File: src/rtl/fft_pkg.sv
// Shared definitions for the 8-point FFT frame scheduler: default sample
// width and frame size, scheduler state encoding and the helper that locates
// point k inside a packed frame vector.
package fft_pkg;

  localparam int unsigned DATA_W = 16;
  localparam int unsigned N_PTS  = 8;

  typedef enum logic [1:0] {
    ST_FILL   = 2'd0,
    ST_LAUNCH = 2'd1,
    ST_WAIT   = 2'd2,
    ST_DRAIN  = 2'd3
  } state_e;

  // Lowest bit of point k in a frame packed as [k*w +: w].
  function automatic int unsigned pt_lsb(input int unsigned k, input int unsigned w);
    return k * w;
  endfunction

endpackage

File: src/rtl/fft_frame_buf.sv
// N_PTS x (real, imag) frame register file.
// One write port with a per-point enable mask (a single point or a whole
// frame can be written in one cycle) and a full-frame parallel read.
//   clk      : clock
//   wr_mask  : per-point write enable
//   wr_real  : packed write data, real parts (point k at [k*DATA_W +: DATA_W])
//   wr_imag  : packed write data, imaginary parts
//   rd_real  : packed stored frame, real parts
//   rd_imag  : packed stored frame, imaginary parts
module fft_frame_buf #(
  parameter int unsigned DATA_W = fft_pkg::DATA_W,
  parameter int unsigned N_PTS  = fft_pkg::N_PTS
) (
  input  logic                    clk,
  input  logic [N_PTS-1:0]        wr_mask,
  input  logic [N_PTS*DATA_W-1:0] wr_real,
  input  logic [N_PTS*DATA_W-1:0] wr_imag,
  output logic [N_PTS*DATA_W-1:0] rd_real,
  output logic [N_PTS*DATA_W-1:0] rd_imag
);

  import fft_pkg::*;

  // Storage is data-only; contents are don't-care after reset.
  for (genvar k = 0; k < N_PTS; k++) begin : g_pt
    logic [DATA_W-1:0] re_q, re_d;
    logic [DATA_W-1:0] im_q, im_d;

    always_comb begin
      re_d = re_q;
      im_d = im_q;
      if (wr_mask[k]) begin
        re_d = wr_real[pt_lsb(k, DATA_W) +: DATA_W];
        im_d = wr_imag[pt_lsb(k, DATA_W) +: DATA_W];
      end
    end

    always_ff @(posedge clk) begin
      re_q <= re_d;
      im_q <= im_d;
    end

    assign rd_real[pt_lsb(k, DATA_W) +: DATA_W] = re_q;
    assign rd_imag[pt_lsb(k, DATA_W) +: DATA_W] = im_q;
  end

endmodule

File: src/rtl/fft_8_frame_sched.sv
// Frame scheduler around an 8-point FFT core: collects 8 input samples,
// launches the core, waits (bounded) for its result and streams the result
// out point by point.
//   clk, rst (sync, active-low)
//   s_valid/s_ready/s_real/s_imag       : input sample stream
//   core_start, core_in_real/imag       : launch pulse and frame to the core
//   core_out_real/imag, core_done       : core result frame and valid level
//   m_valid/m_ready/m_real/m_imag       : output sample stream
//   m_index, m_last                     : point index, high on point 7
//   busy                                : not in FILL
//   frame_cnt                           : fully drained frames (wrapping)
//   timeout_err, clr_err                : sticky core timeout flag and clear
module fft_8_frame_sched #(
  parameter int unsigned DATA_W      = fft_pkg::DATA_W,
  parameter int unsigned N_PTS       = fft_pkg::N_PTS,
  parameter int unsigned TIMEOUT_CYC = 1024
) (
  input  logic                    clk,
  input  logic                    rst,
  input  logic                    s_valid,
  output logic                    s_ready,
  input  logic [DATA_W-1:0]       s_real,
  input  logic [DATA_W-1:0]       s_imag,
  output logic                    core_start,
  output logic [N_PTS*DATA_W-1:0] core_in_real,
  output logic [N_PTS*DATA_W-1:0] core_in_imag,
  input  logic [N_PTS*DATA_W-1:0] core_out_real,
  input  logic [N_PTS*DATA_W-1:0] core_out_imag,
  input  logic                    core_done,
  output logic                    m_valid,
  input  logic                    m_ready,
  output logic [DATA_W-1:0]       m_real,
  output logic [DATA_W-1:0]       m_imag,
  output logic [2:0]              m_index,
  output logic                    m_last,
  output logic                    busy,
  output logic [15:0]             frame_cnt,
  output logic                    timeout_err,
  input  logic                    clr_err
);

  import fft_pkg::*;

  localparam int unsigned IDX_W = $clog2(N_PTS);
  localparam int unsigned TO_W  = (TIMEOUT_CYC > 2) ? $clog2(TIMEOUT_CYC) : 1;

  state_e             state_q, state_d;
  logic [IDX_W-1:0]   wr_idx_q, wr_idx_d;
  logic [IDX_W-1:0]   rd_idx_q, rd_idx_d;
  logic [TO_W-1:0]    to_cnt_q, to_cnt_d;
  logic [15:0]        frame_cnt_q, frame_cnt_d;
  logic               timeout_err_q, timeout_err_d;
  logic               s_ready_q, s_ready_d;
  logic               core_start_q, core_start_d;
  logic               m_valid_q, m_valid_d;
  logic               m_last_q, m_last_d;
  logic               busy_q, busy_d;
  logic               in_we, out_we, to_expire;
  logic [N_PTS-1:0]   in_mask, out_mask;
  logic [N_PTS*DATA_W-1:0] out_real, out_imag;

  // Input frame: one point per accepted sample.
  assign in_mask = in_we ? (N_PTS'(1) << wr_idx_q) : '0;

  fft_frame_buf #(.DATA_W(DATA_W), .N_PTS(N_PTS)) u_in_buf (
    .clk     (clk),
    .wr_mask (in_mask),
    .wr_real ({N_PTS{s_real}}),
    .wr_imag ({N_PTS{s_imag}}),
    .rd_real (core_in_real),
    .rd_imag (core_in_imag)
  );

  // Output frame: whole core result captured in one cycle.
  assign out_mask = {N_PTS{out_we}};

  fft_frame_buf #(.DATA_W(DATA_W), .N_PTS(N_PTS)) u_out_buf (
    .clk     (clk),
    .wr_mask (out_mask),
    .wr_real (core_out_real),
    .wr_imag (core_out_imag),
    .rd_real (out_real),
    .rd_imag (out_imag)
  );

  // Expiry is the WAIT cycle whose increment would reach TIMEOUT_CYC-1.
  assign to_expire = (32'(to_cnt_q) + 32'd1) == (TIMEOUT_CYC - 32'd1);

  // Next-state and next-output logic.
  always_comb begin
    state_d       = state_q;
    wr_idx_d      = wr_idx_q;
    rd_idx_d      = rd_idx_q;
    to_cnt_d      = to_cnt_q;
    frame_cnt_d   = frame_cnt_q;
    timeout_err_d = timeout_err_q & ~clr_err;
    in_we         = 1'b0;
    out_we        = 1'b0;

    case (state_q)
      ST_FILL: begin
        if (s_valid) begin
          in_we = 1'b1;
          if (wr_idx_q == IDX_W'(N_PTS - 1)) begin
            wr_idx_d = '0;
            state_d  = ST_LAUNCH;
          end else begin
            wr_idx_d = wr_idx_q + IDX_W'(1);
          end
        end
      end
      ST_LAUNCH: begin
        to_cnt_d = '0;
        state_d  = ST_WAIT;
      end
      ST_WAIT: begin
        // core_done takes priority over a coincident expiry.
        if (core_done) begin
          out_we   = 1'b1;
          rd_idx_d = '0;
          state_d  = ST_DRAIN;
        end else if (to_expire) begin
          timeout_err_d = 1'b1;
          wr_idx_d      = '0;
          state_d       = ST_FILL;
        end else begin
          to_cnt_d = to_cnt_q + TO_W'(1);
        end
      end
      ST_DRAIN: begin
        if (m_ready) begin
          if (rd_idx_q == IDX_W'(N_PTS - 1)) begin
            rd_idx_d    = '0;
            frame_cnt_d = frame_cnt_q + 16'd1;
            state_d     = ST_FILL;
          end else begin
            rd_idx_d = rd_idx_q + IDX_W'(1);
          end
        end
      end
      default: state_d = ST_FILL;
    endcase

    s_ready_d    = (state_d == ST_FILL);
    core_start_d = (state_d == ST_LAUNCH);
    m_valid_d    = (state_d == ST_DRAIN);
    busy_d       = (state_d != ST_FILL);
    m_last_d     = (state_d == ST_DRAIN) && (rd_idx_d == IDX_W'(N_PTS - 1));
  end

  // State and registered outputs.
  always_ff @(posedge clk) begin
    if (!rst) begin
      state_q       <= ST_FILL;
      wr_idx_q      <= '0;
      rd_idx_q      <= '0;
      to_cnt_q      <= '0;
      frame_cnt_q   <= '0;
      timeout_err_q <= 1'b0;
      s_ready_q     <= 1'b1;
      core_start_q  <= 1'b0;
      m_valid_q     <= 1'b0;
      m_last_q      <= 1'b0;
      busy_q        <= 1'b0;
    end else begin
      state_q       <= state_d;
      wr_idx_q      <= wr_idx_d;
      rd_idx_q      <= rd_idx_d;
      to_cnt_q      <= to_cnt_d;
      frame_cnt_q   <= frame_cnt_d;
      timeout_err_q <= timeout_err_d;
      s_ready_q     <= s_ready_d;
      core_start_q  <= core_start_d;
      m_valid_q     <= m_valid_d;
      m_last_q      <= m_last_d;
      busy_q        <= busy_d;
    end
  end

  assign s_ready     = s_ready_q;
  assign core_start  = core_start_q;
  assign m_valid     = m_valid_q;
  assign m_last      = m_last_q;
  assign busy        = busy_q;
  assign frame_cnt   = frame_cnt_q;
  assign timeout_err = timeout_err_q;
  assign m_index     = 3'(rd_idx_q);
  assign m_real      = out_real[pt_lsb(32'(rd_idx_q), DATA_W) +: DATA_W];
  assign m_imag      = out_imag[pt_lsb(32'(rd_idx_q), DATA_W) +: DATA_W];

endmodule
File: config.mk
export PLATFORM = sky130hd
export DESIGN_NAME = fft_8_frame_sched
export DESIGN_NICKNAME = d
export VERILOG_FILES = /design/src/rtl/fft_pkg.sv /design/src/rtl/fft_frame_buf.sv /design/src/rtl/fft_8_frame_sched.sv
export SDC_FILE = /design/constraint.sdc
export NUM_CORES = 1
export LEC_CHECK = 0
export BUFFER_PORTS_ARGS = -buffer_cell sky130_fd_sc_hd__buf_4
export CAP_MARGIN = 20
export CORE_AREA = 2 2 237 239
export DETAILED_ROUTE_END_ITERATION = 16
export DIE_AREA = 0 0 239 241
export SKIP_CTS_REPAIR_TIMING = 1
export SLEW_MARGIN = 20
export SYNTH_ARGS = -nofsm -noshare
export SYNTH_HDL_FRONTEND = slang
export SYNTH_SLANG_ARGS = --single-unit
File: constraint.sdc
create_clock -name clk -period 9.1 [get_ports clk]
set_input_delay 1.82 -clock clk [delete_from_list [all_inputs] [get_ports clk]]
set_output_delay 1.82 -clock clk [all_outputs]
set_load 0.01 [all_outputs]
==> results.json, run 1 <==
{
  "cp.arrival_ns": 2.88,
  "route.detailed.drc": 0,
  "wl_met1_mm": 19.9,
  "crit_slowest_cell": "buf_6",
  "root_buffer": "clkbuf_16",
  "ys_seq_area_share_pct": 83.1,
  "die_w_um": 239,
  "vias": 10900,
  "status": "finished, final reports clean",
  "slew_viol_final": 0,
  "maxCapViolCount": 0,
  "synth_cell_types": 59,
  "synth_top_area_share_pct": 79.0,
  "hold_path_class": "flip-flop to flip-flop",
  "synthTopCellsByArea": "edfxtp_1 (79%), mux4_2 (7.4%), dfxtp_1 (4.1%), mux2_2 (1.9%), ha_1 (0.71%)",
  "synth_fp_nets": 1191,
  "antenna_left": 0,
  "h-tree-depth": 2,
  "ir_worst_vdd_mv": 0.135,
  "place_hpwl_mm": 39.0,
  "synth-seq-cells": 552,
  "maxSlewHeadroom_pct": 30.2,
  "critPathLaunchType": "flip-flop",
  "highest_layer": "met5",
  "fmax_ghz": 0.213,
  "crit_type": "flip-flop to primary output",
  "finalHoldViolCount": 0,
  "worstPathCellList": "buf_6 > mux4_2 > mux2_2 > buf_4",
  "ys.warnings.count": 0,
  "avgSynthCellArea_um2": 22.0,
  "drive_gt1_share_pct": 51.5,
  "cts_sinks": 552,
  "dr.pass1.iters": 5,
  "rsz0062_at_grt": "false",
  "p_per_area_nw_per_um2": 198,
  "netlist_area_um2": 19500,
  "post_drt_wl_per_cell_um": 23.5,
  "final_net_count": 1829,
  "via_per_inst": 4.78,
  "finalWirelength_mm": 53.3,
  "die_h_um": 241,
  "cts_tree": "built",
  "start_util_pct": 35.5,
  "dieArea_um2": 57600,
  "period_share_pct": 51.6,
  "grt_use_total_pct": 17.9,
  "grt.overflow.total": 0,
  "power.total_mw": 5.28,
  "drtIter0Drc": 705,
  "worst_pin_slew_ns": 1.05,
  "io_pins": 607,
  "critical_path.top_delay_family": "multiplexers",
  "rrSetupSlack_ns": 5.84,
  "synth-edff-count": 512,
  "period_needed_ns": 4.70,
  "synth_largest_area_cell": "edfxtp_1",
  "synth.top_cells.by_count": "edfxtp_1 (512), mux4_2 (64), dfxtp_1 (40)",
  "clk_latency_ns": 0.59,
  "syn_inst": 886,
  "cts_made_buffers": 57,
  "endpoint_kind": "primary output",
  "async_flop_share_pct": 0,
  "core_area_um2": 54900,
  "skew_ns": 0.0155,
  "grt_pass1_vias": 11100,
  "max_stage_delay_ns": 0.60,
  "rows": 86,
  "clock_tree.buffer_depth": 3,
  "whs_ns": 0.483,
  "antenna_found_initial": 4,
  "leakagePower_nw": 9.72,
  "antenna_cells": 0,
  "clkTransAtPathRegs_ns": 0.06,
  "place_congestion": 0.831,
  "cp_max_fo": 50,
  "port_buffers": 606,
  "critPathBufInv": 2,
  "met3_length_mm": 5.49,
  "wl_met2_mm": 27.1,
  "finalSetupTns_ns": 0,
  "syn_to_final_growth_pct": 36.9,
  "finalSetupViolCount": 0,
  "yosysMostFrequentCell": "edfxtp_1",
  "grt_max_degree": 133,
  "cp.required_ns": 7.28,
  "synth_top_flop_cell": "edfxtp_1",
  "grt_pass1_wl_mm": 74.3,
  "fill_cells": 4586
}
[power breakdown]
group	internal (mW)	total [mW]	switching [mW]	leakage [nW]
Combinational	0.112	0.207	0.0951	3.88
Sequential	2.81	2.82	0.00999	4.95
Clock	1.32	2.26	0.933	0.886
[placed cells by master (no fill, tap or decap), types with 3 or more instances in the layout]
master / instances
nor2_1: 25
mux2_2: 32
and2_1: 6
dfxtp_1: 37
edfxtp_1: 512
bufinv_16: 5
mux4_2: 64
o21ai_0: 6
clkbuf_16: 59
xnor2_1: 3
nand3_1: 14
buf_4: 609
clkbuf_1: 13
clkinv_1: 13
xor2_1: 13
and3_2: 8
clkinv_2: 9
o21a_1: 3
nand3b_1: 3
and4_1: 4
and3_1: 3
nor3_1: 4
ha_1: 11
a21oi_1: 11
inv_1: 8
nand2_1: 26
nor2b_1: 7
nand4_1: 7
mux2i_1: 5
[per-stage QoR]
step	cell area, um^2	utilization, %	worst slack [ns]	std cells
final	26700	48.6	4.40	2272
after global routing	26700	48.6	4.17	2272
after CTS	26700	48.6	4.03	2272
after detailed placement	24800	45.3	4.69	2169
after global placement	24800	45.3	4.71	2169
after floorplan	19500	-	0.846	886
[path summary, 6_finish.rpt]
path	startpoint	to	cells past startpoint
max reg2reg	state_q[1]$_SDFF_PN0_	u_out_buf.g_pt[0].re_q[4]$_DFFE_PP_	3
min	to_cnt_q[9]$_SDFFE_PN0P_	to_cnt_q[9]$_SDFFE_PN0P_	2
min reg2reg	to_cnt_q[9]$_SDFFE_PN0P_	to_cnt_q[9]$_SDFFE_PN0P_	2
max	m_index[0]$_SDFF_PN0_	m_imag[5]	4
[registers in the layout, indices dropped and copies added (netlist names), 2 cells and up]
signal,flops
frame_cnt,16
u_out_buf.g_pt.im_q,128
state_q,2
wr_idx_q,3
u_in_buf.g_pt.im_q,128
to_cnt_q,10
m_index,3
u_in_buf.g_pt.re_q,128
u_out_buf.g_pt.re_q,128
[cell type report]
class,count,area (um^2),share of cell area (%)
tap,704,881,3.30
timing repair buffer,611,4600,17.3
clock inverter,31,285,1.07
sequential,552,16200,60.7
inverter,9,33.8,0.127
multi-input combinational,293,3140,11.8
clock buffer,72,1530,5.72
[tightest hold or removal path, stage by stage, from the launching register on]
cell	delay, ns
dfxtp_1	0.33
nand2_1	0.06
o2bb2ai_1	0.05
[cells by family after synthesis]
logic type	after synthesis	share of synthesized area (%)
AOI/OAI and AO/OA	45	1.79
xor gates and xnor gates	16	0.720
adders and majority gates	11	0.707
buffers and inverters	41	0.848
DFF	552	83.1
muxes	101	9.51
and+or+nand+nor	120	3.36
[per-layer routing]
metal | vias up | GRT usage (%)
li1 | 4864 | -
met1 | 5414 | 20.8
met2 | 524 | 31.2
met3 | 59 | 6.93
met4 | 6 | 4.02
met5 | - | 0
Power figures use the tool's default switching activity.
==> run 2: changes to the inputs <==
==> constraint.sdc (replaced) <==
create_clock -name clk -period 4.85 [get_ports clk]
set_input_delay 0.97 -clock clk [delete_from_list [all_inputs] [get_ports clk]]
set_output_delay 0.97 -clock clk [all_outputs]
set_load 0.01 [all_outputs]
==> run 2 against run 1 <==
Wire length decreased by 1.2%. Die area unchanged. Core utilization increased by 0.21 points. Global-route usage decreased by 0.22 points. Sequential share of layout area decreased by 0.26 points. Worst hold slack got worse by 0.0077 ns. Design area increased by 0.44%. Register-to-register slack got worse by 3.9 ns. Flip-flop and latch count unchanged. Combinational power increased by 88%. Clock skew increased by 0.015 ns. Critical endpoint is now m_real[4]. Largest power group unchanged. Highest routed layer unchanged.
==> results.json, run 2 (synthesis gave the netlist of run 1 again) <==
{
  "post_drt_wl_per_cell_um": 23.2,
  "rows": 86,
  "cp.required_ns": 3.88,
  "cp_max_fo": 38,
  "hold_path_class": "flip-flop to flip-flop",
  "clkTransAtPathRegs_ns": 0.06,
  "antenna_cells": 0,
  "p_per_area_nw_per_um2": 374,
  "period_share_pct": 77.0,
  "critPathLaunchType": "flip-flop",
  "io_pins": 607,
  "ir_worst_vdd_mv": 0.302,
  "leakagePower_nw": 9.77,
  "clk_latency_ns": 0.60,
  "core_area_um2": 54900,
  "cp.arrival_ns": 2.76,
  "crit_type": "flip-flop to primary output",
  "place_congestion": 0.815,
  "die_h_um": 241,
  "grt_max_degree": 73,
  "finalSetupViolCount": 0,
  "status": "finished, final reports clean",
  "grt_use_total_pct": 17.6,
  "grt_pass1_wl_mm": 74.0,
  "cts_tree": "built",
  "grt_pass1_vias": 11100,
  "drtIter0Drc": 652,
  "endpoint_kind": "primary output",
  "drive_gt1_share_pct": 51.7,
  "rsz0062_at_grt": "false",
  "dieArea_um2": 57600,
  "maxSlewHeadroom_pct": 27.9,
  "final_cell_area_um2": 26800,
  "final_net_count": 1834,
  "skew_ns": 0.0302,
  "syn_to_final_growth_pct": 37.5,
  "placed_area_um2": 24900,
  "finalSetupTns_ns": 0,
  "route.detailed.drc": 0,
  "reg2reg_depth": 3,
  "grt.overflow.total": 0,
  "mostFrequentLayoutCell": "buf_4",
  "final_cell_mix": "buf_4 (612), edfxtp_1 (512), mux4_2 (64)",
  "crit_path_start": "m_index[0]$_SDFF_PN0_",
  "port_buffers": 606,
  "power.total_mw": 10.0,
  "worst_pin_slew_ns": 1.08,
  "period_needed_ns": 3.73,
  "rr_startpoint": "state_q[1]$_SDFF_PN0_",
  "maxCapViolCount": 0,
  "finalHoldViolCount": 0,
  "fmax_ghz": 0.268,
  "dr.pass1.iters": 5,
  "via_per_inst": 4.77,
  "endpoint": "m_real[4]",
  "whs_ns": 0.476,
  "stdcell_count": 2277,
  "cts_made_buffers": 57,
  "antenna_left": 0,
  "finalWirelength_mm": 52.7,
  "rrSetupSlack_ns": 1.93,
  "start_util_pct": 35.5,
  "dp.cells": 2174,
  "worstReg2RegEnd": "u_out_buf.g_pt[0].im_q[8]$_DFFE_PP_",
  "die_w_um": 239,
  "slew_viol_final": 0,
  "h-tree-depth": 2,
  "clock_tree.buffer_depth": 3,
  "vias": 10900,
  "antenna_found_initial": 1,
  "root_buffer": "clkbuf_16",
  "place_hpwl_mm": 38.7,
  "cts_sinks": 552
}
## run 2: final cells by class
cell class | instances | area, um^2
fill | 4603 | 28100
tap | 704 | 881
multi-input combinational | 293 | 3140
sequential | 552 | 16200
timing repair buffer | 616 | 4670
inverter | 9 | 33.8
clock inverter | 33 | 338
clock buffer | 70 | 1520
## run 2: critical path, stage by stage (launching register included)
cell and delay (ns):
dfxtp_4 0.85, buf_12 0.30, mux4_2 0.53, mux2_2 0.27
buf_4 0.15
## run 2: worst min path at each step
| stage | from | endpoint | slack, ns | cells after the start |
|---|---|---|---|---|
| 2_1_floorplan | to_cnt_q[9]$_SDFFE_PN0P_ | to_cnt_q[9]$_SDFFE_PN0P_ | 0.44 | 2 |
| 3_3_place_gp | to_cnt_q[9]$_SDFFE_PN0P_ | to_cnt_q[9]$_SDFFE_PN0P_ | 0.46 | 2 |
| 3_5_place_dp | to_cnt_q[9]$_SDFFE_PN0P_ | to_cnt_q[9]$_SDFFE_PN0P_ | 0.47 | 2 |
| 4_1_cts | to_cnt_q[9]$_SDFFE_PN0P_ | to_cnt_q[9]$_SDFFE_PN0P_ | 0.48 | 2 |
| 5_1_grt | core_out_real[40] | u_out_buf.g_pt[2].re_q[8]$_DFFE_PP_ | 0.51 | 1 |
| 6_report | to_cnt_q[9]$_SDFFE_PN0P_ | to_cnt_q[9]$_SDFFE_PN0P_ | 0.48 | 2 |
## run 2: stage by stage
stage | util (%) | setup slack, ns
after floorplan | - | 0.312
after CTS | 48.8 | 0.985
final | 48.8 | 1.12
after detailed placement | 45.4 | 1.64
after global routing | 48.8 | 0.892
after global placement | 45.4 | 1.64
## run 2: per-layer routing
metal	part of all wire (%)	routed length [um]	track usage [%]	up-vias
li1	-	-	-	4880
met1	38	20100	21.1	5415
met2	50	26300	30.1	512
met3	11	5600	7.10	62
met4	1.4	713	3.75	2
met5	0.023	12	0	-
## run 2: power breakdown
group	switching (mW)	total [mW]	leakage [nW]	internal, mW
combinational	0.178	0.389	3.91	0.211
clock	1.75	4.33	0.908	2.58
sequential	0.0195	5.29	4.95	5.27
